$ cat config.mk
export PLATFORM = sky130hd
export DESIGN_NAME = sw_debounce
export DESIGN_NICKNAME = d
export VERILOG_FILES = /design/src/rtl/sw_debounce.sv
export SDC_FILE = /design/constraint.sdc
export NUM_CORES = 1
export LEC_CHECK = 0
export ABC_AREA = 1
export BUFFER_PORTS_ARGS = -buffer_cell sky130_fd_sc_hd__clkbuf_2
export CORE_ASPECT_RATIO = 1.25
export CORE_UTILIZATION = 30
export DETAILED_ROUTE_END_ITERATION = 10
export GPL_TIMING_DRIVEN = 0
export PLACE_DENSITY = 0.5
export SLEW_MARGIN = 10
export SYNTH_ARGS = -nofsm -noshare
export SYNTH_HDL_FRONTEND = slang
export SYNTH_SLANG_ARGS = --single-unit
$ cat constraint.sdc
create_clock -name clk_2 -period 2.1 [get_ports clk_2]
set_input_delay 0.105 -clock clk_2 [delete_from_list [all_inputs] [get_ports clk_2]]
set_output_delay 0.105 -clock clk_2 [all_outputs]
set_load 0.02 [all_outputs]
$ cat src/rtl/sw_debounce.sv
// rtl/sw_debounce.sv - per-bit synchroniser and debouncer for the SWI switch bus with rise/fall pulses
// Optional SW_DEBOUNCE_TOGGLE_EN adds a per-bit latching toggle driven by accepted rises.
module sw_debounce #(
   parameter int NBITS           = 8,
   parameter int DEBOUNCE_CYCLES = 4,
   localparam int CNT_W          = $clog2(DEBOUNCE_CYCLES + 1)
) (
   input  logic             clk_2,
   input  logic             reset,
   input  logic [NBITS-1:0] sw_raw,
   output logic [NBITS-1:0] sw_stable,
   output logic [NBITS-1:0] sw_rise,
   output logic [NBITS-1:0] sw_fall,
   output logic             any_change,
   output logic [NBITS-1:0] sw_toggle
);

   localparam logic [CNT_W-1:0] CNT_MAX = CNT_W'(DEBOUNCE_CYCLES - 1);

   logic [NBITS-1:0] s1;
   logic [NBITS-1:0] s2;
   logic [CNT_W-1:0] cnt   [NBITS];
   logic [CNT_W-1:0] cnt_n [NBITS];
   logic [NBITS-1:0] stable_n;
   logic [NBITS-1:0] rise_n;
   logic [NBITS-1:0] fall_n;

   // A bit is accepted once it has disagreed with sw_stable for DEBOUNCE_CYCLES edges in a row.
   always_comb begin
      stable_n = sw_stable;
      rise_n   = '0;
      fall_n   = '0;
      for (int i = 0; i < NBITS; i++) begin
         cnt_n[i] = '0;
         if (s2[i] != sw_stable[i]) begin
            if (cnt[i] == CNT_MAX) begin
               stable_n[i] = s2[i];
               rise_n[i]   = s2[i];
               fall_n[i]   = ~s2[i];
            end else begin
               cnt_n[i] = cnt[i] + 1'b1;
            end
         end
      end
   end

   always_ff @(posedge clk_2) begin
      if (reset) begin
         s1         <= '0;
         s2         <= '0;
         sw_stable  <= '0;
         sw_rise    <= '0;
         sw_fall    <= '0;
         any_change <= 1'b0;
         for (int i = 0; i < NBITS; i++) begin
            cnt[i] <= '0;
         end
      end else begin
         s1         <= sw_raw;
         s2         <= s1;
         sw_stable  <= stable_n;
         sw_rise    <= rise_n;
         sw_fall    <= fall_n;
         any_change <= |(rise_n | fall_n);
         for (int i = 0; i < NBITS; i++) begin
            cnt[i] <= cnt_n[i];
         end
      end
   end

`ifdef SW_DEBOUNCE_TOGGLE_EN
   logic [NBITS-1:0] toggle_q;

   always_ff @(posedge clk_2) begin
      if (reset) begin
         toggle_q <= '0;
      end else begin
         toggle_q <= toggle_q ^ rise_n;
      end
   end

   assign sw_toggle = toggle_q;
`else
   assign sw_toggle = '0;
`endif

endmodule
# Word level (Yosys, flattened, before mapping)
# Memories as Yosys holds them, arrays and structs flattened.
# Cells that the tools add are included.
# op_classes
muxes,59
eq_ne,16
add_sub_neg,8
reduce_logical,9
bitwise,17
# op_table
operator,n
$mux W3,24
$mux W1,35
$add A3 B1 Y3 const B,8
$eq A3 B2 Y1 const B,8
$reduce_and A2 Y1,8
$ne A1 B1 Y1,8
$not A1 Y1,8
$or A1 B1 Y1,8
$or A8 B8 Y8,1
$reduce_or A8 Y1,1
# word_totals
n_memories,1
register_bits,41
mem_bits_rw,24
# memory_table
memory,words,width,rd,rd_clocked_by_memory_dff,wr,line,text
cnt,8,3,8,0,8,22,logic [CNT_W-1:0] cnt [NBITS];

# Longest topological paths before layout
# Gate-level depths: netlist of run 1.
# An unclocked memory read counts as a cell.
# depth
word_depth,6
depth_mapped,8
ltp_nobuf,8

# Worst setup path after synthesis of run 1
# No wires, ideal clock.
# synth_path
path_kind,flip-flop to flip-flop
startpoint,memory cnt[0][9] (netlist name)
endpoint,register any_change
path_buffers,0
synth_period_minus_slack_ns,1.212
t_arrival_ns,1.094
required_ns,1.983
stages_incl_launch_ff,9
path_slack_ns,0.888
cell_sequence,dfxtp_1 ha_1 ha_1 nand3_2 nand2_2 nor2_2 nand2_1 nor2_1 nor2_1
# synth_lines
element,line,text
start: declaration,22,
end signal: assignment,64,any_change <= |(rise_n | fall_n);
end: declaration,14,"output logic any_change,"

==> implementation parameters, run 1 <==
Parameter                              Value

Power and ir drop
  Fraction of power spent switching nets    22.2%
  Maximum resistive drop on vdd    320 uV
  Register share of total power    55.2%
  Logic gate share of total power    4.0%
  Power per unit of standard cell area    782 nW/um^2
  Reported leakage power    0.00141 uW
  Net switching power of the design    509 uW
  Clock Power Share    40.8%
  Overall power after layout    2290 uW
  Cell internal power dissipation    1780 uW

Clock network
  Clock tree from TritonCTS    built
  Maximum buffer depth of the clock tree    2
  Num Clock Sinks    65
  Number of resized instances in the post-cts repair step    0
  Hold-fix buffers, CTS    8
  Number of buffers created by CTS    9
  Cell at the root of the clock tree    clkbuf_8
  Total number of H-tree levels    3
  Post-CTS repair timing setup buffer count    0
  Clock-pin slew reported for the worst setup and hold paths after clock tree synthesis    70 ps
  Clock latency at the later pin of the worst-skew pair    340 ps

Global route
  Global-route total usage across every layer    11.1%
  Global-route wire length before repair    6.60 mm
  Overflow left after global routing    0
  Number of antenna violations at the first check in global routing    0
  Number of global-route vias before repair    1512
  Largest net degree at the start of global routing    11

Timing
  Final number of max-transition violations    0
  Final count of negative-setup-slack endpoints    0
  Achievable Freq    0.750 GHz
  Min Clock Period, post-route    1330 ps
  Worst Clk Skew    9.64 ps
  Setup repair after global routing missed its margin    no
  Setup_tns    0 ps
  Number of hold violations in the final report    0
  Share of the clock period used by the worst path after layout    63.5%
  Final Hold Slack    70.5 ps

Floorplanning
  I/O pin count    43
  Core region area    7490 um^2
  Initial Utilization    31.6%
  Placement row count    35
  Floorplan die area    8250 um^2
  Y dimension of the die    101 um
  Die Wd    81.5 um

Critical path
  Critical Path RT    2330 ps
  Number of cells traversed by the worst register-to-register path    8
  Largest fanout of any net on the critical path    3
  WP data arrival    1560 ps
  Start of the worst register-to-register path    cnt[1][6]
  Crit Reg-Reg Endpoint    any_change
  Slack of the worst reg-to-reg path    770 ps
  Critical path class    reg -> reg
  Kind of start point of the critical path    flip-flop
  Kind of capture point of the worst setup path    flip-flop

Placement
  Placer Congestion    0.709
  Port-buffer cells    33
  HPWL Detailed    2.88 mm

Final layout
  Most frequent cells in the layout    65 x dfxtp_1, 61 x nor2_1, 44 x inv_1
  Number of filler instances in the final layout    787
  Final layout net count    352
  Leading cell type in the layout, fill and taps excluded    dfxtp_1
  Fraction of layout instances using a drive strength above 1    22.4%
  Area added between synthesis and finish    23.7%
  Count of antenna diodes in the layout    0

Detailed routing
  Final ANT Viol Nets    0
  Total via count in the routed design    1704
  Detailed-route wire length    3.96 mm
  Average wire length per cell after detail routing    9.37 um
  DR pass1 iterations    4
  Post-route DRC violation count    0
  Number of vias per cell after detailed routing    4.03
  Violation count after the first detailed-route iteration    49

Worst hold path
  Worst min-delay path startpoint    reset
  Path class of the lowest-slack min-delay path    in -> reg
  Worst min-delay path endpoint    sw_stable[7]
  Cell depth of the worst min-delay path    2

Yosys
  Avg Cell Area, Syn    8.87 um^2
  Area share of the largest cell type after synthesis    55.0%
  Largest area contributor in the netlist    dfxtp_1
  Synth cell types    18
  Count of state elements after synthesis    65
  Mapped Area    2370 um^2
  Cells after synthesis    267
  Proportion of synthesized chip area in sequential cells    55.0%
  Dominant cells by area after synthesis    dfxtp_1 55%, nor2_1 9.7%, ha_1 8.5%
  Ys Warns    0

Flow run
  Max-cap violations    0

Outcome
  Run status    finished clean
## cell type report
class / count / area, um^2 / share of cell area [%]
clock inverter: 3 / 15.0 / 0.513
clock buffer: 13 / 159 / 5.43
buffer: 13 / 83.8 / 2.86
tap: 92 / 115 / 3.93
timing repair buffer: 41 / 245 / 8.38
inverter: 52 / 195 / 6.67
sequential: 65 / 1300 / 44.4
multi-input combinational: 144 / 813 / 27.8
## logic make-up after synthesis
kind of cell / share of synthesized area (%)
DFF: 55.0
xor gates and xnor gates: 2.96
buffers and inverters: 11.8
other: 0.158
AOI/OAI and AO/OA: 3.38
and+or+nand+nor: 18.3
adders and majority gates: 8.46
## cell usage after synthesis (all sizes together)
cell / instances
dfxtp: 65
conb: 1
nand3: 19
buf: 12
a21oi: 8
inv: 52
nand2: 10
ha: 16
nor2: 62
nand3b: 5
xor2: 8
clkbuf: 1
o21ai: 8
## sequential cells by signal (all words and copies together), names as in the netlist
name	count
cnt	24
s1	8
s2	8
sw_fall	8
sw_rise	8
sw_stable	8
any_change	1
## worst max-delay path: stages, from the launching register on
cell	delay, ps
dfxtp_1	310
ha_1	190
ha_1	210
nand3_1	150
nand2_1	70
nor2_1	100
nand2_1	60
nor2_1	80
nor2_1	40
## layer usage
metal | GRT usage (%) | share of wire [%] | routed length [um]
met4 | 8.65 | 3.5 | 140
met5 | 0 | 0 | 0
met3 | 3.51 | 5.6 | 221
met2 | 17.6 | 45 | 1800
met1 | 12.1 | 45 | 1800
## worst max path at each step
stage	startpoint	endpoint	slack, ps
final	cnt[1][6]	any_change	770
after detailed placement	cnt[1][9]	any_change	740
after CTS	cnt[1][9]	any_change	740
after floorplan	cnt[0][9]	any_change	890
after global placement	cnt[1][9]	any_change	760
after global routing	cnt[1][9]	any_change	670
## per-stage QoR
step | std cells | utilization (%) | worst slack [ps] | cell area (um^2)
after global routing | 423 | 39.1 | 673 | 2930
after detailed placement | 399 | 35.7 | 744 | 2670
after CTS | 423 | 39.1 | 736 | 2930
after floorplan | 274 | - | 888 | 2390
after global placement | 399 | 35.7 | 762 | 2670
final | 423 | 39.1 | 767 | 2930
## power groups by stage
| stage | clock (uW) | sequential (uW) | combinational [uW] |
|---|---|---|---|
| floorplan | 0 | 1290 | 61.5 |
| finish | 934 | 1260 | 92.5 |
| CTS | 967 | 1260 | 93.9 |
| global route | 1020 | 1260 | 106 |
| global placement | 0 | 1290 | 81.2 |
| detailed placement | 0 | 1290 | 82.3 |
(Power assumes the default switching activity.)
==> inputs of run 2 (changes only) <==
ABC_AREA = 0   (was 1)
PLACE_DENSITY = 0.52   (was 0.5)
clock period = 1.2 ns   (was 2.1 ns; I/O delays follow)
==> run 2 against run 1 <==
Against the previous run:
- wire length decreased by 0.15%
- clock skew down 3.6 ps
- count of clock-buffer cells in the layout stayed put
- die area fell by 3.6%
- register-to-register slack got worse by 710 ps
- synthesized cell count decreased by 24%
- first-iteration DRC count fell by 22%
==> implementation parameters, run 2 <==
Parameter                              Value

Detailed routing
  Detailed-route wire length    3.96 mm
  Metal-1 WL    1.80 mm
  Average wire length per cell after detail routing    11.1 um
  Met2 WL post-DR    1.84 mm
  Final ANT Viol Nets    0
  Post-route DRC violation count    0
  Number of vias per cell after detailed routing    4.27
  Top layer in use    met4
  Total via count in the routed design    1525
  Routed wire length on met3    193 um
  Violation count after the first detailed-route iteration    38
  DR pass1 iterations    4

Power and ir drop
  Reported leakage power    0.00127 uW
  Maximum resistive drop on vdd    577 uV
  Power per unit of standard cell area    1370 nW/um^2

Outcome
  Run status    finished clean

Final layout
  Area added between synthesis and finish    28.2%
  Largest register by flop count    cnt
  Number of filler instances in the final layout    743
  Area of the multi-input gates    982 um^2
  Final layout net count    289
  Most frequent cells in the layout    65 x dfxtp_1, 33 x clkbuf_2, 30 x nor2_1
  Fraction of layout instances using a drive strength above 1    28.7%
  Leading cell type in the layout, fill and taps excluded    dfxtp_1
  Final core utilization    39.7%
  Sequential Area    1300 um^2
  Number of flip-flops under the largest register name    24
  Count of antenna diodes in the layout    0

Critical path
  Startpoint of the worst setup timing path    cnt[1][9]
  Number of cells traversed by the worst register-to-register path    4
  Kind of capture point of the worst setup path    flip-flop
  Critical Path RT    1400 ps
  Critical path class    reg -> reg
  Kind of start point of the critical path    flip-flop
  Largest fanout of any net on the critical path    5
  Start of the worst register-to-register path    cnt[1][9]
  WP data arrival    1340 ps

Floorplanning
  Initial Utilization    31.0%
  Placement row count    35
  Y dimension of the die    99.5 um
  I/O pin count    43
  Core region area    7360 um^2
  Die Wd    80.0 um
  Floorplan die area    7960 um^2

Timing
  Min Clock Period, post-route    1140 ps
  Worst slew pin tran    651 ps
  Worst setup slack after layout    62.0 ps
  Setup_tns    0 ps
  Final count of negative-setup-slack endpoints    0
  Setup repair after global routing missed its margin    no
  Final Hold Slack    102 ps
  Share of the clock period used by the worst path after layout    94.8%
  Achievable Freq    0.879 GHz
  Worst slew margin    56.6%
  Worst Clk Skew    6.03 ps
  Final number of max-transition violations    0
  Number of hold violations in the final report    0

Global route
  Number of antenna violations at the first check in global routing    0
  Number of global-route vias before repair    1477
  Global-route total usage across every layer    11.2%
  Overflow left after global routing    0
  Largest net degree at the start of global routing    11
  Global-route wire length before repair    6.50 mm

Flow run
  Max-cap violations    0

Yosys
  Synth cell types    18
  Ys Warns    0
  Count of state elements after synthesis    65
  Mapped Area    2280 um^2
  Largest area contributor in the netlist    dfxtp_1
  Avg Cell Area, Syn    11.2 um^2
  Proportion of synthesized chip area in sequential cells    57.0%
  Fraction of registers with async set/reset    0%
  Area share of the largest cell type after synthesis    57.0%
  Cells after synthesis    204
  Most numerous cell types in the synthesized netlist    65 x dfxtp_1, 32 x nor2_1, 16 x ha_1, 16 x nor2b_1, 13 x nor4bb_1
  Count of flip-flops with a built-in enable after synthesis    0
  Dominant cells by area after synthesis    dfxtp_1 57%, ha_1 8.8%, nor4bb_1 5.7%
  Most common cell in the netlist    dfxtp_1
  Primary flip-flop cell chosen by synthesis mapping    dfxtp_1

Placement
  HPWL Detailed    2.69 mm
  Port-buffer cells    33
  Pre-CTS setup slack    -102 ps
  Placer Congestion    0.660

Clock network
  Number of buffers created by CTS    9
  Post-CTS repair timing setup buffer count    0
  Clock latency at the later pin of the worst-skew pair    330 ps
  Num Clock Sinks    65
  Total number of H-tree levels    3
  Cell at the root of the clock tree    clkbuf_8
  Clock-pin slew reported for the worst setup and hold paths after clock tree synthesis    60 ps
  Maximum buffer depth of the clock tree    2
  Clock tree from TritonCTS    built

Worst hold path
  Path class of the lowest-slack min-delay path    in -> reg
  Cell depth of the worst min-delay path    2
  Worst min-delay path startpoint    reset
-- run 2: changes by cell type in the layout (fill, tap and decap cells not counted), sizes merged, moves of 4 or more --
cell | previous run | this run
and3 | 0 | 8
o21ai | 8 | 0
nor2 | 62 | 32
inv | 52 | 8
nand3 | 19 | 0
mux2i | 0 | 8
nor2b | 0 | 16
a22oi | 0 | 4
nor4bb | 0 | 13
a21oi | 8 | 0
nand3b | 5 | 0
-- run 2: timing repair --
item / in CTS / in global routing
setup endpoints to repair: 1 / 18
gates cloned: 0 / 0
resized for setup: 10 / 10
pin swaps: 1 / 2
endpoints found under the hold margin: 8 / 0
hold buffers: 8 / 0
-- run 2: critical path, cell delays in order (launching register included) --
cell and delay, ps:
dfxtp_1 310, ha_1 200, ha_2 210, a22oi_1 180, a41oi_1 120
-- run 2: layout make-up --
type                    count  area share [%]
flip-flops and latches     65            44.5
clock buffers              13            5.78
well taps                  92            3.94
multi-input cells         125            33.6
plain buffers              13            2.78
inverters                   8            1.03
repair buffers             41            8.39
-- run 2: power by group --
part	leakage, uW	internal (uW)	switching [uW]
sequential	0.000528	2190	19.4
clock	0.0000875	886	730
combinational	0.000657	76.0	89.7
total	0.00127	3150	839
-- run 2: stage by stage --
step	power [uW]	instances	area (um^2)
finish	3990	357	2920
global route	4150	357	2920
CTS	4050	357	2880
detailed placement	2400	336	2590
global placement	2400	336	2590
floorplan	2360	211	2310
-- run 2: metal layers --
metal,track usage [%],vias up
met5,0,-
met4,8.24,0
met3,2.94,12
met2,17.5,43
met1,13.0,692
li1,-,778
-- run 2: logic make-up after synthesis --
logic type | Yosys count | synth area share [%]
simple gates | 80 | 20.5
xor+xnor | 8 | 3.40
other cells | 1 | 0.164
mux | 8 | 3.51
flops | 65 | 57.0
compound gates | 5 | 1.70
fa+ha+maj | 16 | 8.78
buf+inv | 21 | 4.88
-- run 2: worst paths after layout --
kind / endpoint / slack (ps)
setup / recovery: any_change / 60
hold / removal: sw_fall[7] / 100
setup reg to reg: any_change / 60
hold reg to reg: cnt[1][9] / 420
==> inputs of run 3 (changes only) <==
clock period = 0.9 ns   (was 1.2 ns; I/O delays follow)
==> run 3 against run 2 <==
Against the previous run:
- the run now ends with negative setup slack left
- clock power increased by 51%
- combinational power increased by 67%
- fmax increased by 0.37%
- sequential share of layout area decreased by 6.9 points
- clock skew increased by 1.1 ps
- utilization increased by 9.1 points
- first-iteration DRC count decreased by 45%
- global-route usage increased by 0.96 points
- sequential cell count unchanged
- register-to-register slack got worse by 300 ps
- count of clock-buffer cells in the layout decreased by 1
- final area increased by 23%
- largest cell class is now multi-input gates
==> implementation parameters, run 3 (synthesized netlist as in run 2, its figures left out) <==
Parameter                              Value

Timing
  Achievable Freq    0.882 GHz
  Worst slew margin    34.9%
  Final count of negative-setup-slack endpoints    50
  Worst Clk Skew    7.13 ps
  Worst slew pin tran    976 ps
  Share of the clock period used by the worst path after layout    126%
  Final number of max-transition violations    0
  Worst setup slack after layout    -234 ps
  Min Clock Period, post-route    1130 ps
  Number of hold violations in the final report    0
  Setup repair after global routing missed its margin    yes
  Setup_tns    -5330 ps

Critical path
  Start of the worst register-to-register path    cnt[0][9]
  WP data arrival    1330 ps
  Kind of cell with the highest combined delay on the critical path    flip-flops
  Slowest stage delay, CP    340 ps
  Kind of start point of the critical path    flip-flop
  WP buf/inv    0
  CP dominant cell by count    ha_4
  Number of cells traversed by the worst register-to-register path    4
  Crit Reg-Reg Endpoint    any_change
  Slowest library cell on the worst path    dfxtp_2
  Slack of the worst reg-to-reg path    -230 ps
  Critical path cell sequence    ha_4 > ha_4 > a22oi_2 > a41oi_2
  Critical path class    reg -> reg
  Critical Path RT    1100 ps
  Kind of capture point of the worst setup path    flip-flop
  Largest fanout of any net on the critical path    5

Global route
  Number of global-route vias before repair    1543
  Number of antenna violations at the first check in global routing    0
  Global-route wire length before repair    7.12 mm
  Overflow left after global routing    0
  Global-route total usage across every layer    12.1%
  Largest net degree at the start of global routing    11

Clock network
  Total number of H-tree levels    3
  Clock-pin slew reported for the worst setup and hold paths after clock tree synthesis    70 ps
  Maximum buffer depth of the clock tree    2
  Cell at the root of the clock tree    clkbuf_8
  Clock tree from TritonCTS    built
  Clock latency at the later pin of the worst-skew pair    330 ps
  Num Clock Sinks    65
  Number of buffers created by CTS    9

Power and ir drop
  Overall power after layout    5660 uW
  Cell internal power dissipation    4440 uW
  Register share of total power    52.0%
  Reported leakage power    0.00141 uW
  Logic gate share of total power    4.9%
  Net switching power of the design    1220 uW
  Maximum resistive drop on vdd    1080 uV
  Fraction of power spent switching nets    21.5%
  Clock Power Share    43.1%
  Power per unit of standard cell area    1570 nW/um^2

Detailed routing
  Number of vias per cell after detailed routing    4.21
  Detailed-route wire length    4.34 mm
  Average wire length per cell after detail routing    11.6 um
  Final ANT Viol Nets    0
  Post-route DRC violation count    0
  Violation count after the first detailed-route iteration    21
  DR pass1 iterations    4
  Total via count in the routed design    1569

Final layout
  Number of non-filler instances in the completed layout    373
  Leading cell type in the layout, fill and taps excluded    dfxtp_1
  Area added between synthesis and finish    57.5%
  Largest register by flop count    cnt
  Final layout net count    303
  Cell area after layout    3590 um^2
  Most frequent cells in the layout    39 x dfxtp_1, 25 x clkbuf_2, 19 x dfxtp_2
  Fraction of layout instances using a drive strength above 1    55.5%
  Count of antenna diodes in the layout    0
  Number of flip-flops under the largest register name    24

Worst hold path
  Path class of the lowest-slack min-delay path    in -> reg
  Worst min-delay path endpoint    s1[3]
  Worst min-delay path startpoint    reset
  Cell depth of the worst min-delay path    2

Placement
  HPWL Detailed    2.83 mm
  Placed inst area    2810 um^2
  Placer Congestion    0.699
  Port-buffer cells    33
  Placed instance count    336
  Pre-CTS setup slack    -319 ps

Floorplanning
  I/O pin count    43
  Core region area    7360 um^2
  Die Wd    80.0 um
  Initial Utilization    31.0%
  Placement row count    35
  Floorplan die area    7960 um^2
  Y dimension of the die    99.5 um

Outcome
  Violated checks    negative setup slack
  Run status    finished, violations left

Flow run
  Max-cap violations    0
[run 3: cell count changes in the layout (fill, tap and decap cells not counted), sizes merged]
cell,delta
bufinv,+1
buf,+21
clkinv,+2
clkbuf,-8
[run 3: cell type report]
cell class / count / area [um^2]
Buffer: 13 / 81.3
Tap cell: 92 / 115
Clock buffer: 12 / 155
Clock inverter: 3 / 40.0
Fill cell: 685 / 3760
Inverter: 8 / 30.0
Timing Repair Buffer: 55 / 452
Sequential cell: 65 / 1350
Multi-Input combinational cell: 125 / 1370
[run 3: how the worst max path moves through the flow]
stage / startpoint / to / slack (ps) / cells past startpoint
CTS: cnt[1][7] / any_change / -240 / 4
global placement: cnt[1][0] / any_change / -340 / 4
floorplan: cnt[1][3] / any_change / -140 / 4
global route: cnt[1][9] / any_change / -270 / 4
finish: cnt[0][9] / any_change / -230 / 4
detailed placement: cnt[0][9] / any_change / -320 / 4
[run 3: metal layers]
metal | global-route usage (%) | share of wire (%)
met5 | 0 | 0
met4 | 7.83 | 2.1
met3 | 3.12 | 4.5
met2 | 19.0 | 49
met1 | 14.6 | 44
[run 3: timing repair]
action / CTS / global route
hold buffers: 8 / 0
setup endpoints to repair: 57 / 57
gates resized for setup: 57 / 33
pin swaps: 24 / 12
buffers inserted: 11 / 3
endpoints found under the hold margin: 8 / 0
[run 3: power by group through the flow]
| stage | Sequential, uW | Clock [uW] | Combinational [uW] |
|---|---|---|---|
| CTS | 2940 | 2510 | 252 |
| finish | 2940 | 2440 | 278 |
| detailed placement | 3020 | 0 | 200 |
| global route | 2940 | 2630 | 304 |
| global placement | 3020 | 0 | 200 |
| floorplan | 3010 | 0 | 151 |
[run 3: metrics by stage]
stage	utilization, %	hold slack, ps
CTS	46.8	129
finish	48.8	127
global route	48.8	155
floorplan	-	173
global placement	38.1	255
detailed placement	38.1	258
